==> config.mk <==
export PLATFORM = sky130hd
export DESIGN_NAME = result_fifo
export DESIGN_NICKNAME = d
export VERILOG_FILES = /design/src/rtl/result_fifo.sv
export SDC_FILE = /design/constraint.sdc
export NUM_CORES = 1
export LEC_CHECK = 0
export CORE_MARGIN = 2
export CORE_UTILIZATION = 26
export DETAILED_ROUTE_END_ITERATION = 12
export GPL_TIMING_DRIVEN = 0
export SLEW_MARGIN = 25
export SYNTH_ARGS = -nofsm -noshare
export SYNTH_HDL_FRONTEND = slang
export SYNTH_SLANG_ARGS = --single-unit
export TNS_END_PERCENT = 1
==> constraint.sdc <==
create_clock -name clk -period 4.9 [get_ports clk]
set_clock_uncertainty 0.1 [all_clocks]
set_input_delay 0.735 -clock clk [delete_from_list [all_inputs] [get_ports clk]]
set_output_delay 0.735 -clock clk [all_outputs]
set_load 0.05 [all_outputs]
==> src/rtl/result_fifo.sv <==
// First-word-fall-through result FIFO for the datapath output stage.
// Optional sticky overflow flag enabled by defining RESULT_FIFO_OVF_EN.
module result_fifo #(
  parameter int WIDTH = 8,
  parameter int DEPTH = 4
) (
  input  logic                       clk,
  input  logic                       rst,
  input  logic                       wr_en,
  input  logic [WIDTH-1:0]           din_low,
  input  logic [WIDTH-1:0]           din_high,
  input  logic                       zero_in,
  input  logic                       error_in,
  input  logic                       rd_en,
  output logic [WIDTH-1:0]           dout_low,
  output logic [WIDTH-1:0]           dout_high,
  output logic                       zero_out,
  output logic                       error_out,
  output logic                       empty,
  output logic                       full,
  output logic [$clog2(DEPTH):0]     count,
  output logic                       overflow,
  input  logic                       ovf_clr
);

  localparam int AW = $clog2(DEPTH);
  localparam int CW = AW + 1;
  localparam int EW = 2 * WIDTH + 2;

  logic [EW-1:0] mem_q [DEPTH];
  logic [AW-1:0] rd_ptr_q, rd_ptr_d;
  logic [AW-1:0] wr_ptr_q, wr_ptr_d;
  logic [CW-1:0] count_q, count_d;
  logic          empty_q, empty_d;
  logic          full_q, full_d;
  logic          push, pop;
  logic [EW-1:0] head;

  // A full FIFO still accepts a write when the same edge pops the head.
  assign push = wr_en && (!full_q || rd_en);
  assign pop  = rd_en && !empty_q;

  always_comb begin
    rd_ptr_d = rd_ptr_q;
    wr_ptr_d = wr_ptr_q;
    if (pop)  rd_ptr_d = rd_ptr_q + AW'(1);
    if (push) wr_ptr_d = wr_ptr_q + AW'(1);
    count_d = count_q + CW'(push) - CW'(pop);
    empty_d = (count_d == '0);
    full_d  = (count_d == CW'(DEPTH));
  end

  always_ff @(posedge clk or negedge rst) begin
    if (!rst) begin
      rd_ptr_q <= '0;
      wr_ptr_q <= '0;
      count_q  <= '0;
      empty_q  <= 1'b1;
      full_q   <= 1'b0;
    end else begin
      rd_ptr_q <= rd_ptr_d;
      wr_ptr_q <= wr_ptr_d;
      count_q  <= count_d;
      empty_q  <= empty_d;
      full_q   <= full_d;
    end
  end

  always_ff @(posedge clk) begin
    if (push) mem_q[wr_ptr_q] <= {din_high, din_low, zero_in, error_in};
  end

  always_comb begin
    head = '0;
    if (!empty_q) head = mem_q[rd_ptr_q];
  end

  assign {dout_high, dout_low, zero_out, error_out} = head;
  assign empty = empty_q;
  assign full  = full_q;
  assign count = count_q;

`ifdef RESULT_FIFO_OVF_EN
  logic overflow_q, overflow_d;
  logic drop;

  assign drop = wr_en && full_q && !rd_en;

  always_comb begin
    overflow_d = overflow_q;
    if (ovf_clr) overflow_d = 1'b0;
    if (drop)    overflow_d = 1'b1;
  end

  always_ff @(posedge clk or negedge rst) begin
    if (!rst) overflow_q <= 1'b0;
    else      overflow_q <= overflow_d;
  end

  assign overflow = overflow_q;
`else
  logic ovf_clr_unused;
  assign ovf_clr_unused = ovf_clr;
  assign overflow = 1'b0;
`endif

endmodule

# --- Word level (Yosys, flattened, before mapping) ---
# Memory sizes are Yosys's and may differ from the RTL's.
# Index checks and enable logic that the tools add are counted.
op_classes:
  add_sub_neg: 4
  n_mul: 0
  n_div: 0
  magnitude_cmp: 0
  eq_ne: 1
  shifts: 0
  mux: 3
  n_bitwise: 0
  reduce_logical: 6
ops:
  columns: ["operator", "n"]
  rows:
  - ["18-bit two-way mux", 1]
  - ["2-bit by 1-bit adder with 2-bit output, second input constant", 2]
  - ["3-bit by 1-bit adder with 3-bit output", 1]
  - ["3-bit == test, second input constant", 1]
  - ["3-bit zero test", 1]
  - ["3-bit by 1-bit subtractor with 3-bit output", 1]
  - ["1-bit logical AND", 2]
  - ["1-bit zero test", 2]
  - ["1-bit two-way mux", 2]
  - ["1-bit logical OR", 1]
word_totals:
  regBits: 9
  latchBits: 0
  mem_bits_rw: 72
  mem_bits_ro: 0
  inputBits: 23
  output_inout_bits: 24
  elab_cells: 20
  memories: 1
mem_list:
  columns: ["memory", "words", "width", "read_ports", "rd_clocked_by_memory_dff", "wr", "line_no", "rtl"]
  rows:
  - ["mem_q", 4, 18, 1, 0, 1, "30", "logic [EW-1:0] mem_q [DEPTH];"]

# --- Depth between registers and ports, before layout ---
# Gate-level depths: netlist of run 1.
depth:
  ltp_word: 6
  ltp_mapped: 10
  mapped_depth_nobuf: 10

# --- Worst setup path after synthesis of run 1 ---
# No wires, ideal clock.
synth_timing:
  path_type: "register to output"
  startpoint: "register empty_q, in the netlist empty"
  endpoint: "output dout_high[0]"
  arrival_time_ps: 1723
  t_required_ps: 4065
  slack_ps: 2342
  stages_incl_launch_ff: 5
  n_path_buf: 2
  path_cell_list: "dfstp_2 or2_1 buf_6 buf_8 o22ai_1"
synth_between:
  elab_chain_cells: 1
synth_lines:
  columns: ["element", "line_no", "rtl"]
  rows:
  - ["from (decl)", "34", "logic empty_q, empty_d;"]
  - ["from (signal assigned)", "64", "empty_q <= empty_d;"]
  - ["18-bit two-way mux", "75", "if (!empty_q) head = mem_q[rd_ptr_q];"]
  - ["to (decl)", "16", "output logic [WIDTH-1:0] dout_high,"]
# Every way passes these cells.

# --- Final worst setup path of run 1 ---
layout_timing:
  startpoint: "register empty_q, in the netlist empty"
  endpoint: "output dout_high[2]"
# Same word-level chain as after synthesis.

==> results.toml, run 1 <==
[power_and_ir_drop]
p_leak_nw = 1.49
vdd_drop_max_uv = 175
power_mw = 2.95
p_per_area_mw_per_mm2 = 716

[sta]
tns_ps = 0
slew_headroom_pct = 35.5
rsz0062_at_grt = "no"
holdWs_ps = 416
period_share_pct = 66.5
max_freq_mhz = 307
slew_violations = 0
worstMarginPinSlew_ps = 967
layout_min_cycle_time_ps = 3260
setup_violations = 0
hold_viol_final = 0

[synthesis]
synth_cells = 176
synth_ff_type = "edfxtp_1"
synth_nets = 206
ys_ff_latch = 81
yosysSeqAreaShare_pct = 74.9
synth.distinct_cells = 24
synth_edf_count = 72
synthArstFlopShare_pct = 11.1
synth_area_mm2 = 0.00319
yosysWarnings = 0
syn_area_per_cell_um2 = 18.1

[critical_path]
crit_start = "empty"
reg2reg_to = "full"
crit_chain = "nand2b_1 > buf_2 > buf_2 > o22ai_1 > clkdlybuf4s50_1"
slowest_delay_ps = 740
cp_common_cell = "buf_2"
worst_path_max_delay_cell = "clkdlybuf4s50_1"
r2r_cells = 10
endpoint_kind = "output pin"
setup.worst_path.start_class = "flop"
path_class = "flop to output pin"
crit_required_ps = 4070
cp_max_fo = 10
r2r_setup_slack_ps = 2480
worstReg2RegStart = "full"
cp.arrival_ps = 2420

[drt]
drt_iter0_markers = 62
routedWlPerCell_um = 15.3
drc = 0
viasPerCell = 4.19
ant_nets = 0
drt_wl_total_um = 5890
vias = 1608
drt_pass1_iterations = 3

[final_layout]
fin_util_pct = 34.4
n_antenna_cell = 0
fin_nets = 262
fillers = 1141
area_growth_pct = 29.4
layoutNonFillerInstCount = 384
layout_commonest_cell = "edfxtp_1"
layout-drive-gt1-share_pct = 11.8
final_cell_mix = "edfxtp_1 (72), clkdlybuf4s50_1 (44), mux2i_1 (36)"

[global_routing]
grt-ovfl-total = 0
antenna_found_initial = 0
grt_pass1_wl_um = 9200
track_usage_pct = 9.87
first_global_vias = 1708
grt_start_max_net_pins = 19

[worst_hold_path]
holdPathEnd = "rd_ptr_q[0]"
hold_path_class = "flop to flop"
min_from = "rd_ptr_q[0]"
hold_depth = 1

[clock_tree]
clkTransAtPathRegs_ps = 60
cts_setup_buffers = 0
cts_tree = "done"
cts_made_buffers = 9
ctsRootBufferMaster = "clkbuf_16"
clk_latency_ps = 330
clockBufferDepth = 2
post_cts_resized = 0
hold_buffers = 0
ctsHtreeMaxLevel = 3
cts.sinks = 81

[placement]
dp_cells = 367
place_hpwl_um = 3690
globalplace.congestion = 0.657
port_buffers = 44

[die]
core_area_mm2 = 0.0120
die_area_mm2 = 0.0132
fp.dieW_um = 115
fp.dieH_um = 115
start_util_pct = 26.6
ioPinCount = 47
rows = 40

[outcome]
outcome = "finished, final reports clean"

[run]
max_cap_viol_count = 0
report_power, final:
part           internal, mW  total, mW  switching, mW
sequential            0.919      0.962         0.0434
clock                 0.393      0.646          0.253
combinational         0.479       1.35          0.867
how the worst max path moves through the flow:
stage,endpoint,depth (start not counted)
final,dout_high[2],5
after global routing,dout_high[2],5
after CTS,dout_high[2],5
after detailed placement,full,10
after global placement,full,10
after floorplan,dout_high[0],4
cell usage after synthesis (2+ instances only):
cell / number / area (um^2)
xnor2_1: 4 / 35.0
dfrtp_1: 8 / 200
buf_2: 2 / 10.0
buf_6: 3 / 33.8
ha_1: 6 / 75.1
inv_1: 7 / 26.3
and2_1: 4 / 25.0
o22ai_1: 18 / 113
buf_4: 3 / 22.5
edfxtp_1: 72 / 2160
mux2i_1: 36 / 360
routing by layer:
metal	global-route usage [%]	vias up	part of all wire, %
met1	11.3	787	42
met4	7.47	0	2.6
met2	15.8	25	50
li1	-	786	-
met3	2.79	10	5.2
met5	0	-	0
state kept, by name, summed over array words and instances, names as in the netlist:
signal / count
full: 1
count: 3
mem_q: 72
wr_ptr_q: 2
empty: 1
rd_ptr_q: 2
critical path, delay by kind of cell, from the launching register on:
kind / cells / cell delay, ps
buffers and inverters: 3 / 1280
AND/OR/NAND/NOR: 1 / 100
AO/OA/AOI/OAI: 1 / 160
flip-flops: 1 / 540
layout make-up:
| cell class | count | area [um^2] | share of cell area (%) |
|---|---|---|---|
| plain buffers | 9 | 81.3 | 1.97 |
| clock inverters | 7 | 71.3 | 1.73 |
| well taps | 147 | 184 | 4.46 |
| repair buffers | 45 | 455 | 11.0 |
| flip-flops and latches | 81 | 2390 | 57.9 |
| clock buffers | 9 | 225 | 5.46 |
| inverters | 7 | 26.3 | 0.637 |
| multi-input cells | 79 | 696 | 16.9 |
cell families (layout without fill, tap and decap cells):
| kind of cell | after synthesis | after routing | share of synthesized area (%) |
|---|---|---|---|
| fa+ha+maj | 7 | 7 | 2.98 |
| other cells | 1 | 1 | 0.118 |
| mux | 37 | 37 | 11.6 |
| compound gates | 19 | 19 | 3.76 |
| buf+inv | 16 | 77 | 3.37 |
| simple gates | 10 | 10 | 1.88 |
| xor+xnor | 5 | 5 | 1.37 |
| flops | 81 | 81 | 74.9 |
metrics by stage:
step	area, um^2	setup WS (ps)
finish	4130	1640
floorplan	3190	2340
detailed placement	3810	1670
global route	4130	1550
CTS	4110	1630
global placement	3810	1760
(Power assumes the default switching activity.)
==> run 2: changes to the inputs <==
Clock period 4.9 ns to 3.19 ns, I/O delays scaled along.
==> results of run 2 <==
The final DEF is identical to that of run 1. Status: finished, final reports clean.
Main changes from that run: setup slack after placement 1670 ps -> 216 ps; setup slack after layout 1640 ps -> 189 ps; hold slack 416 ps -> 339 ps; register-to-register setup slack 2480 ps -> 770 ps; total power 2.95 mW -> 4.54 mW; worst IR drop on VDD 175 uV -> 269 uV
==> run 3: changes to the inputs <==
Settings changed: REMOVE_ABC_BUFFERS set to 1.
==> results.toml, run 3 (synthesis results as in run 1) <==
[outcome]
outcome = "finished, final reports clean"

[final_layout]
fillers = 1166
fin_nets = 252
layout-drive-gt1-share_pct = 8.81
largest_reg_flops = 72
final_cell_mix = "edfxtp_1 (72), clkdlybuf4s50_1 (44), mux2i_1 (36)"
n_antenna_cell = 0
area_growth_pct = 26.5
layout_commonest_cell = "edfxtp_1"
fin_area_mm2 = 0.00404
regMostFlops = "mem_q"

[clock_tree]
ctsRootBufferMaster = "clkbuf_16"
clkTransAtPathRegs_ps = 60
clk_latency_ps = 330
cts_tree = "done"
cts_setup_buffers = 0
ctsHtreeMaxLevel = 3
cts_made_buffers = 9
cts.sinks = 81
clockBufferDepth = 2

[drt]
drt_iter0_markers = 70
routedWlPerCell_um = 15.5
drt_wl_total_um = 5780
ant_nets = 0
drt_pass1_iterations = 4
viasPerCell = 4.26
vias = 1595
drc = 0

[critical_path]
critPathCapture = "dout_low[6]"
endpoint_kind = "output pin"
path_class = "flop to output pin"
cp_max_fo = 37
r2r_setup_slack_ps = 730
crit_required_ps = 2610
reg2reg_to = "full"
crit_start = "rd_ptr_q[1]"
worstReg2RegStart = "full"
setup.worst_path.start_class = "flop"
cp.arrival_ps = 2460
r2r_cells = 10

[die]
rows = 40
fp.dieW_um = 115
fp.dieH_um = 115
core_area_mm2 = 0.0120
start_util_pct = 26.6
ioPinCount = 47
die_area_mm2 = 0.0132

[global_routing]
grt-ovfl-total = 0
track_usage_pct = 9.37
grt_start_max_net_pins = 38
grt_pass1_wl_um = 8870
first_global_vias = 1699
antenna_found_initial = 0

[sta]
slew_headroom_pct = 35.6
setup_violations = 0
max_freq_mhz = 329
rsz0062_at_grt = "no"
period_share_pct = 95.1
hold_viol_final = 0
layout_min_cycle_time_ps = 3040
holdWs_ps = 341
worstMarginPinSlew_ps = 967
slew_violations = 0

[run]
max_cap_viol_count = 0

[power_and_ir_drop]
p_leak_nw = 1.44
vdd_drop_max_uv = 530
p_per_area_mw_per_mm2 = 1100

[placement]
globalplace.congestion = 0.684
placed_cell_area_mm2 = 0.00374
port_buffers = 44
place_hpwl_um = 3400

[worst_hold_path]
hold_path_class = "primary input to async pin"
-- run 3: cell types whose count changed in the layout (fill, tap and decap cells not counted), moves of 2 or more --
| cell | previous run | this run |
|---|---|---|
| buf_4 | 3 | 0 |
| buf_2 | 2 | 0 |
| buf_6 | 3 | 0 |
| buf_8 | 2 | 0 |
-- run 3: critical path, stage by stage (launching register included) --
cell and delay (ps):
dfrtp_4 850, mux2i_1 160, o22ai_1 240, clkdlybuf4s50_1 860
-- run 3: what timing repair did --
action                     in CTS  in global routing
hold buffers                    0                  0
resized for setup               2                  0
setup endpoints to repair       6                  0
-- run 3: stage by stage --
step	std cells	util (%)	setup WS (ps)	TNS [ps]	total power, mW
after global placement	358	31.1	-522	-7970	3.48
after CTS	374	33.6	80.7	0	4.50
final	374	33.6	155	0	4.43
after global routing	374	33.6	19.6	0	4.66
after floorplan	167	-	242	0	2.85
after detailed placement	358	31.1	154	0	3.48
-- run 3: how the worst min path moves through the flow --
stage,startpoint,to,slack [ps],depth (start not counted)
detailed placement,rd_ptr_q[0],rd_ptr_q[0],410,1
finish,rst,count[2],340,1
floorplan,rst,count[0],80,0
global route,rst,rd_ptr_q[0],360,1
global placement,rd_ptr_q[0],rd_ptr_q[0],400,1
CTS,rst,count[2],340,1
-- run 3: final cells by class --
cell class,count,area (um^2),area share (%)
clock buffer,10,229,5.67
clock inverter,6,67.6,1.67
inverter,7,26.3,0.651
multi-input combinational,79,697,17.3
sequential,81,2390,59.3
tap,147,184,4.56
timing repair buffer,44,440,10.9
-- run 3: power by group --
part | internal [mW] | switching, mW | total [mW] | leakage [nW]
Sequential | 1.42 | 0.187 | 1.60 | 0.765
Clock | 0.608 | 0.395 | 1.00 | 0.139
Combinational | 0.650 | 1.17 | 1.82 | 0.534
-- run 3: metal layers --
metal,track usage (%),wire length [um],vias to the layer above
met2,15.9,2880,36
li1,-,-,767
met4,2.89,74,0
met1,10.5,2500,787
met3,4.53,326,5
met5,0,0,-
